## src/rtl/uart_defs.sv

```systemverilog
// Shared definitions for the UART TX arbitration path.
package uart_defs;

    typedef enum logic {
        ARB_IDLE = 1'b0,
        ARB_BUSY = 1'b1
    } ArbState_t;

    localparam int UART_ARB_MAX_REQ = 16;

endpackage

```

## src/rtl/uart_rr_pick.sv

```systemverilog
// Combinational round-robin picker: first set request scanning upward from rr_ptr, wrapping at N_REQ.
module uart_rr_pick #(
    parameter int N_REQ = 4,
    parameter int PTR_W = $clog2(N_REQ)
) (
    input  logic [N_REQ-1:0] req,
    input  logic [PTR_W-1:0] rr_ptr,
    output logic [N_REQ-1:0] win_oh,
    output logic [PTR_W-1:0] win_idx,
    output logic             win_any
);

    always_comb begin
        int pos;
        win_oh  = '0;
        win_idx = '0;
        win_any = 1'b0;
        pos     = 0;
        for (int k = 0; k < N_REQ; k++) begin
            // Explicit wrap so non-power-of-two N_REQ never selects a missing requester
            pos = int'(rr_ptr) + k;
            if (pos >= N_REQ) begin
                pos = pos - N_REQ;
            end
            if (!win_any && req[pos[PTR_W-1:0]]) begin
                win_any                = 1'b1;
                win_idx                = pos[PTR_W-1:0];
                win_oh[pos[PTR_W-1:0]] = 1'b1;
            end
        end
    end

endmodule

```

## src/rtl/uart_tx_arbiter.sv

```systemverilog
// Packet-level round-robin arbiter sharing the UART TX byte channel among N_REQ requesters.
// Optional per-grant burst cap when built with UART_TX_ARB_BURST_LIMIT_EN (uses MAX_BURST).
module uart_tx_arbiter
    import uart_defs::*;
#(
    parameter int N_REQ     = 4,
    parameter int MAX_BURST = 64
) (
    input  logic                 clk,
    input  logic                 rst_n,
    input  logic [8*N_REQ-1:0]   req_data_i,
    input  logic [N_REQ-1:0]     req_valid_i,
    input  logic [N_REQ-1:0]     req_last_i,
    output logic [N_REQ-1:0]     req_ready_o,
    input  logic                 tx_enable_i,
    output logic [7:0]           tx_d_o,
    output logic                 tx_d_valid_o,
    input  logic                 tx_d_ready_i,
    output logic [N_REQ-1:0]     grant_o,
    output logic                 busy_o
);

    localparam int PTR_W = $clog2(N_REQ);

    if (N_REQ < 2 || N_REQ > UART_ARB_MAX_REQ || MAX_BURST < 1) begin : g_bad_param
        $error("uart_tx_arbiter: N_REQ must be 2..16 and MAX_BURST >= 1");
    end

    ArbState_t          state_q, state_d;
    logic [PTR_W-1:0]   rr_ptr_q, gidx_q;
    logic [N_REQ-1:0]   grant_q;
    logic [7:0]         tx_d_p1;
    logic               vld_p1;
    logic [N_REQ-1:0]   win_oh;
    logic [PTR_W-1:0]   win_idx;
    logic               win_any;
    logic               slot_free, accept, arb_start, release_grant, burst_hit;
    logic [7:0]         sel_byte;

    uart_rr_pick #(.N_REQ(N_REQ), .PTR_W(PTR_W)) u_pick (
        .req     (req_valid_i),
        .rr_ptr  (rr_ptr_q),
        .win_oh  (win_oh),
        .win_idx (win_idx),
        .win_any (win_any)
    );

    // Output slot can take a byte when empty or draining this cycle
    assign slot_free     = tx_enable_i & (~vld_p1 | tx_d_ready_i);
    assign accept        = (state_q == ARB_BUSY) & slot_free & req_valid_i[gidx_q];
    assign arb_start     = (state_q == ARB_IDLE) & tx_enable_i & win_any;
    assign release_grant = accept & (req_last_i[gidx_q] | burst_hit);

    always_comb begin
        sel_byte = '0;
        for (int i = 0; i < N_REQ; i++) begin
            if (gidx_q == PTR_W'(i)) begin
                sel_byte = req_data_i[8*i +: 8];
            end
        end
    end

`ifdef UART_TX_ARB_BURST_LIMIT_EN
    localparam int BURST_W = $clog2(MAX_BURST + 1);
    logic [BURST_W-1:0] burst_cnt_q;

    // A grant is cut when this accept would make the count reach MAX_BURST
    assign burst_hit = (burst_cnt_q == BURST_W'(MAX_BURST - 1));

    always_ff @(posedge clk or negedge rst_n) begin
        if (!rst_n) begin
            burst_cnt_q <= '0;
        end else if (arb_start) begin
            burst_cnt_q <= '0;
        end else if (accept) begin
            burst_cnt_q <= burst_cnt_q + 1'b1;
        end
    end
`else
    assign burst_hit = 1'b0;
`endif

    always_ff @(posedge clk or negedge rst_n) begin
        if (!rst_n) begin
            state_q <= ARB_IDLE;
        end else begin
            state_q <= state_d;
        end
    end

    always_comb begin
        state_d = state_q;
        case (state_q)
            ARB_IDLE: if (arb_start)     state_d = ARB_BUSY;
            ARB_BUSY: if (release_grant) state_d = ARB_IDLE;
        endcase
    end

    always_comb begin
        req_ready_o = '0;
        if (state_q == ARB_BUSY) begin
            req_ready_o[gidx_q] = slot_free;
        end
    end

    always_ff @(posedge clk or negedge rst_n) begin
        if (!rst_n) begin
            grant_q  <= '0;
            gidx_q   <= '0;
            rr_ptr_q <= '0;
        end else if (arb_start) begin
            grant_q <= win_oh;
            gidx_q  <= win_idx;
        end else if (release_grant) begin
            grant_q  <= '0;
            rr_ptr_q <= (gidx_q == PTR_W'(N_REQ - 1)) ? '0 : gidx_q + 1'b1;
        end
    end

    // Stage p1: one-entry output register toward the UART TX
    always_ff @(posedge clk or negedge rst_n) begin
        if (!rst_n) begin
            tx_d_p1 <= '0;
            vld_p1  <= 1'b0;
        end else if (accept) begin
            tx_d_p1 <= sel_byte;
            vld_p1  <= 1'b1;
        end else if (tx_d_ready_i) begin
            vld_p1  <= 1'b0;
        end
    end

    assign tx_d_o       = tx_d_p1;
    assign tx_d_valid_o = vld_p1;
    assign grant_o      = grant_q;
    assign busy_o       = (state_q == ARB_BUSY) | vld_p1;

endmodule

```

## config.mk

```make
export PLATFORM = sky130hd
export DESIGN_NAME = uart_tx_arbiter
export DESIGN_NICKNAME = d
export VERILOG_FILES = /design/src/rtl/uart_defs.sv /design/src/rtl/uart_rr_pick.sv /design/src/rtl/uart_tx_arbiter.sv
export SDC_FILE = /design/constraint.sdc
export NUM_CORES = 1
export LEC_CHECK = 0
export CORE_UTILIZATION = 46
export DETAILED_ROUTE_END_ITERATION = 12
export PLACE_DENSITY = 0.93
export REMOVE_ABC_BUFFERS = 1
export SLEW_MARGIN = 40
export SYNTH_ARGS = -nofsm -noshare
export SYNTH_HDL_FRONTEND = slang
export SYNTH_SLANG_ARGS = --single-unit
```

## constraint.sdc

```tcl
create_clock -name clk -period 4.5 [get_ports clk]
set_input_delay 0.675 -clock clk [delete_from_list [all_inputs] [get_ports clk]]
set_output_delay 0.675 -clock clk [all_outputs]
set_load 0.02 [all_outputs]
```

Word-level counts from Yosys, hierarchy flattened
Cells that the tools add are included.

Register bits: 18. Latch bits: 0. RAM bits: 0. ROM bits: 0. Bits of input ports: 44. Output and inout bits: 18. Word-level logic and storage cells: 112. Memories: 0.

$add $sub $neg: 8. Multiply operators: 0. Divide/modulo/power cells: 0. $lt $le $gt $ge: 14. Equal/unequal tests: 3. Shift operators: 0. Muxes and demuxes: 51. Bitwise gates (word level): 15. Reduce and logical (&&, ||, !) cells: 15.

Operator list (count): two-way mux 8 bit (4); two-way mux 4 bit (7); two-way mux 1 bit (19); two-way mux 2 bit (9); < comparator 2 x 3 -> 1 bit (second input constant) (5); binary-select mux 1 bit (select 2 bit) (6); OR 4 bit (3); demux 1 bit (select 2 bit) (5); >= comparator 2 x 1 -> 1 bit (second input constant) (5); >= comparator 3 bit (second input constant) (3); logical AND 1 bit (8); subtractor 2 x 1 -> 2 bit (second input constant) (4); adder 2 x 2 -> 3 bit (second input constant) (2); AND 1 bit (6); AND 4 bit (1); equality test 2 bit (second input constant) (2); nonzero test 2 bit (2); adder 2 x 1 -> 3 bit (second input constant) (1); >= comparator 2 x 3 -> 1 bit (second input constant) (1); zero test 1 bit (3); inverter 1 bit (3); adder 2 x 1 -> 2 bit (second input constant) (1); equality test 2 x 1 -> 1 bit (second input constant) (1); zero test 2 bit (1); other kinds (3) (4).

Longest topological paths before layout
Word-level depth: 17. Mapped depth: 8. Depth with buffers taken out: 7.

Modules after synthesis
A second synthesis with hierarchy kept.

Cell total of the unflattened synthesis: 158. Area total of the unflattened synthesis: 1532.7 um^2.

Modules (own cells, without submodules): uart_tx_arbiter (instances 1, cells an instance 113, area each 1111.1 um^2, sequential area each 450.4 um^2); uart_rr_pick (instances 1, cells an instance 45, area each 421.7 um^2, sequential area each 0.0 um^2).

Least setup slack after synthesis
Ideal clock, no wire load.

Kind: register -> register. Start point: reg rr_ptr_q[0]. End point: reg gidx_q[1]. Setup time: 0.122 ns. Arrival: 2.369 ns. Data required time: 4.378 ns. Setup slack: 2.009 ns. Stages on the path, launching flop included: 7. Buffers on the path: 1. Period minus slack after synthesis: 2.491 ns. Cells stage by stage: dfrtp_1 buf_6 inv_1 ha_1 mux4_2 o41a_2 a32o_1.

Longest elaborated chain between the ends: 15. Elaborated cells on any way between the ends: 38. Those cells by class: add/sub: 7; order compare: 4; mux: 20; bitwise: 1; reduce/logical: 6.

Ends and longest elaborated chain: start: declaration (RTL line uart_tx_arbiter.sv:30) `logic [PTR_W-1:0] rr_ptr_q, gidx_q;`; start signal: assignment (RTL line uart_tx_arbiter.sv:116) `rr_ptr_q <= (gidx_q == PTR_W'(N_REQ - 1)) ? '0 : gidx_q + 1'b1;`; branches (longest 15 deep; another with adder 2 x 1 -> 3 bit); end signal: assignment (RTL line uart_tx_arbiter.sv:113) `gidx_q <= win_idx;`; end: declaration (RTL line uart_tx_arbiter.sv:30).

Parallel ways; which one is timed is not known. The select of a mux whose other input is x is not followed. A chain may end at the register's enable or synchronous reset.

Worst setup path after layout
Start point: reg rr_ptr_q[0]. End point: reg grant_q[0] (netlist: grant_o[0]).

Longest elaborated chain between the ends: 16. Elaborated cells on any way between the ends: 63. Those cells by class: add/sub: 7; order compare: 12; mux: 29; bitwise: 4; reduce/logical: 11.

Ends and longest elaborated chain: branches (longest 16 deep; another with adder 2 x 1 -> 3 bit); end signal: assignment (RTL line uart_tx_arbiter.sv:112) `grant_q <= win_oh;`; end: declaration (RTL line uart_tx_arbiter.sv:31) `logic [N_REQ-1:0] grant_q;`.

Parallel ways; which one is timed is not known. The select of a mux whose other input is x is not followed.

==> run metrics <==
Pre-Repair DR Iteration Count=4; RSZ-0062 raised after global routing=false; level count of the clock H-tree=1; antenna violations before repair=0; status=complete, no violations; total via count after detailed routing=about 1400; path class of the lowest-slack min-delay path=input port to asynchronous set/reset pin; DIE WIDTH=59.16 um; part of the total power dissipated in the clock network=7.9%; post-layout util=70.16%; Detailed Route WL=3891 um; overall die area=3499 um^2; root buffer cell=clkbuf_4; sequential cell area fraction in the yosys report=between 20 and 30%; power per unit of standard cell area=603.8 nW/um^2; Tcrit/Tclk final=67.64%; number of vias per cell after detailed routing=5.629; cell taking the most area after synthesis=dfrtp_1; total area of sequential cells=450.4 um^2; final critical path time including I/O delays and setup=3.044 ns; routed wire length per instance=15.20 um; number of synthesis warnings=0; buffers from clock root to sink, at most=2; endpoint kind of the worst setup timing path=flop; routability-driven placement congestion ratio=approximately 0.86; via count of the first global-routing pass=1324; part of the power in registers=24.0%; final hold violation count=0; number of buffers created by CTS=3; final setup TNS=0 ns; largest net degree at the start of global routing=19; leakage power of the design=0.9168 nW; placeable core region=3078 um^2; synthesis-to-layout area growth=43.71%; Ant. Diodes=0; maximum VDD drop=~0.31 mV; startpoint type of the worst setup path=flop; count of nets after finishing=around 270; max-slew violation count=0; Residual DRC=0; fraction of final layout cells sized beyond drive strength 1=between 10% and 20%; Combinational Power Share=68.1%; clk sink count=18; chip height=between 50 and 60 um; setup-violating endpoint count in the final report=0; site row count=20; number of register bits inferred by synthesis=18; multi-input combinational cell area=993.5 um^2; remaining antenna violation count after routing=0; tightest slew margin relative to the limit=58.94%; cts-stage hold buffer count=0; # port buffers=61; half-perimeter wire length after placement=3005 um; count of cells resized by post-cts repair=0; Worst EP arrival=~3.3 ns; first-pass GRT wire length=6023 um; gr ovfl total=0; P_sw=0.5885 mW; fmax=328.5 MHz; internal power=0.7154 mW; first-iteration detailed-routing DRC count=64; unique cell type count in the Yosys netlist=35; TritonCTS clock tree=done; Critical Path Fanout Max=15; Global Route Usage Sum=22.92%; type of the worst setup path=flop to flop; Non-Filler Instances=around 260; setup repair bufs after CTS=0; Area contributors post-synth=dfrtp_1 30%, ha_1 10%, mux4_2 9.0%, mux2i_1 5.3%, a221oi_1 4.7%; clock transition at the register clock pins on the worst setup and hold paths after CTS=0.11 ns; total I/O pin count=62; Max-Cap Viols=0; Post-Syn Instances=155; setup clock skew after layout=around 0.003 ns; share of Yosys cell area claimed by the top area cell type=around 30%; clk_lat worst skew=roughly 0.3 ns; filler cell count in the final layout=235; Slew @ Worst Pin=0.6159 ns; Avg Cell Area, Syn=around 9.7 um^2; switching part of the total=45.13%; Initial Utilization=48.82%; Synth Cell Area=about 1500 um^2; placed cell count=252; Hold Slack=between 0.2 and 0.3 ns; Crit path required time=4.73 ns
## worst paths after layout
path / depth (start not counted) / to / slack, ns / from
max: 7 / grant_o[0] / 1.46 / rr_ptr_q[0]
min: 1 / tx_d_o[0] / 0.28 / rst_n
max reg2reg: 7 / grant_o[0] / 1.46 / rr_ptr_q[0]
min reg2reg: 2 / tx_d_o[4] / 0.49 / tx_d_o[4]
max in group asynchronous: 1 / tx_d_o[7] / 3.92 / rst_n
min in group clk: 2 / tx_d_o[4] / 0.49 / tx_d_o[4]
## cells by family after synthesis
logic type / Yosys count / synth area share (%)
AO/OA/AOI/OAI: 41 / 19.82
adder cells (fa/ha/maj): 12 / 9.991
AND/OR/NAND/NOR: 53 / 19.15
buffers and inverters: 13 / 3.914
XOR/XNOR: 1 / 0.5830
flip-flops: 18 / 29.97
multiplexers: 17 / 16.57
## flip-flops by register name (all words and copies together) (netlist names)
name / cells
tx_d_valid_o: 1
tx_d_o: 8
state_q: 1
rr_ptr_q: 2
gidx_q: 2
grant_o: 4
## cell usage after synthesis
| master | number |
|---|---|
| a21boi_0 | 1 |
| a21oi_1 | 10 |
| a221o_2 | 4 |
| a221oi_1 | 8 |
| a22oi_1 | 5 |
| a32o_1 | 1 |
| and2_1 | 4 |
| and3_1 | 1 |
| and3_4 | 1 |
| buf_2 | 2 |
| buf_6 | 1 |
| clkbuf_1 | 5 |
| dfrtp_1 | 18 |
| ha_1 | 12 |
| inv_1 | 5 |
| mux2_2 | 3 |
| mux2i_1 | 8 |
| mux4_2 | 6 |
| nand2_1 | 17 |
| nand2b_1 | 5 |
| nand3_1 | 1 |
| nand3b_1 | 1 |
| nor2_1 | 2 |
| nor2_2 | 1 |
| nor2b_1 | 9 |
| nor2b_4 | 1 |
| nor3_1 | 7 |
| o21ai_0 | 8 |
| o21ai_2 | 1 |
| o221ai_1 | 1 |
| o31ai_1 | 1 |
| o41a_2 | 1 |
| or2_2 | 2 |
| or3_1 | 1 |
| xnor2_1 | 1 |
## area by class of cell
cell class                 instances  share of cell area, %
multi-input combinational        124                  46.00
clock buffer                       4                  1.680
sequential                        18                  20.86
inverter                           5                 0.8691
timing repair buffer              61                  28.04
tap                               44                  2.549
## metal layers
layer / vias to the layer above / part of all wire (%) / wire [um] / global-route usage [%]
met3: 7 / 3.3 / 128 / 4.367
met2: 48 / 51 / 1997 / 39.45
met5: - / 0 / 0 / 0
met1: 692 / 44 / 1702 / 28.75
li1: 694 / - / - / -
met4: 0 / 1.6 / 64 / 7.823
## stage by stage
step                      power [mW]  setup slack [ns]  instance area [um^2]
after floorplan               0.9009             1.868                  1463
after global routing           1.402             1.249                  2160
final                          1.304             1.456                  2160
after CTS                      1.302             1.459                  2165
after detailed placement       1.194             1.500                  2128
after global placement         1.160             1.587                  2128
## worst max-delay path, cell delays in order, from the launching register on
cell and delay (ns):
dfrtp_1 0.72, inv_1 0.25, ha_1 0.45, mux4_2 0.64, nor2_2 0.17, nand2_1 0.08, o21ai_2 0.40, mux2i_1 0.26
## placed cells by master, fill, tap and decap left out
master / n
dfrtp_1: 18
clkbuf_4: 3
ha_1: 12
and3_1: 1
nor2b_1: 9
mux2_2: 3
clkdlybuf4s50_1: 60
or2_2: 2
nor3_1: 7
nor2_2: 1
xnor2_1: 1
o31ai_1: 1
a221oi_1: 8
buf_2: 1
and2_1: 4
a21oi_1: 10
mux2i_1: 8
or3_1: 1
o221ai_1: 1
o21ai_0: 8
nand3b_1: 1
nand3_1: 1
a22oi_1: 5
a32o_1: 1
nor2b_4: 1
o41a_2: 1
a221o_2: 4
nand2_1: 17
and3_4: 1
nor2_1: 2
mux4_2: 6
inv_1: 5
o21ai_2: 1
clkbuf_8: 1
a21boi_0: 1
nand2b_1: 5
## power by group through the flow
stage                     combinational [mW]  clock (mW)  sequential (mW)
after floorplan                        0.541           0            0.360
after global placement                 0.848           0            0.312
after detailed placement               0.876           0            0.317
after CTS                              0.881       0.106            0.315
after global routing                   0.963       0.112            0.328
final                                  0.887       0.103            0.314
No activity file was read; power rests on OpenSTA's default activity.
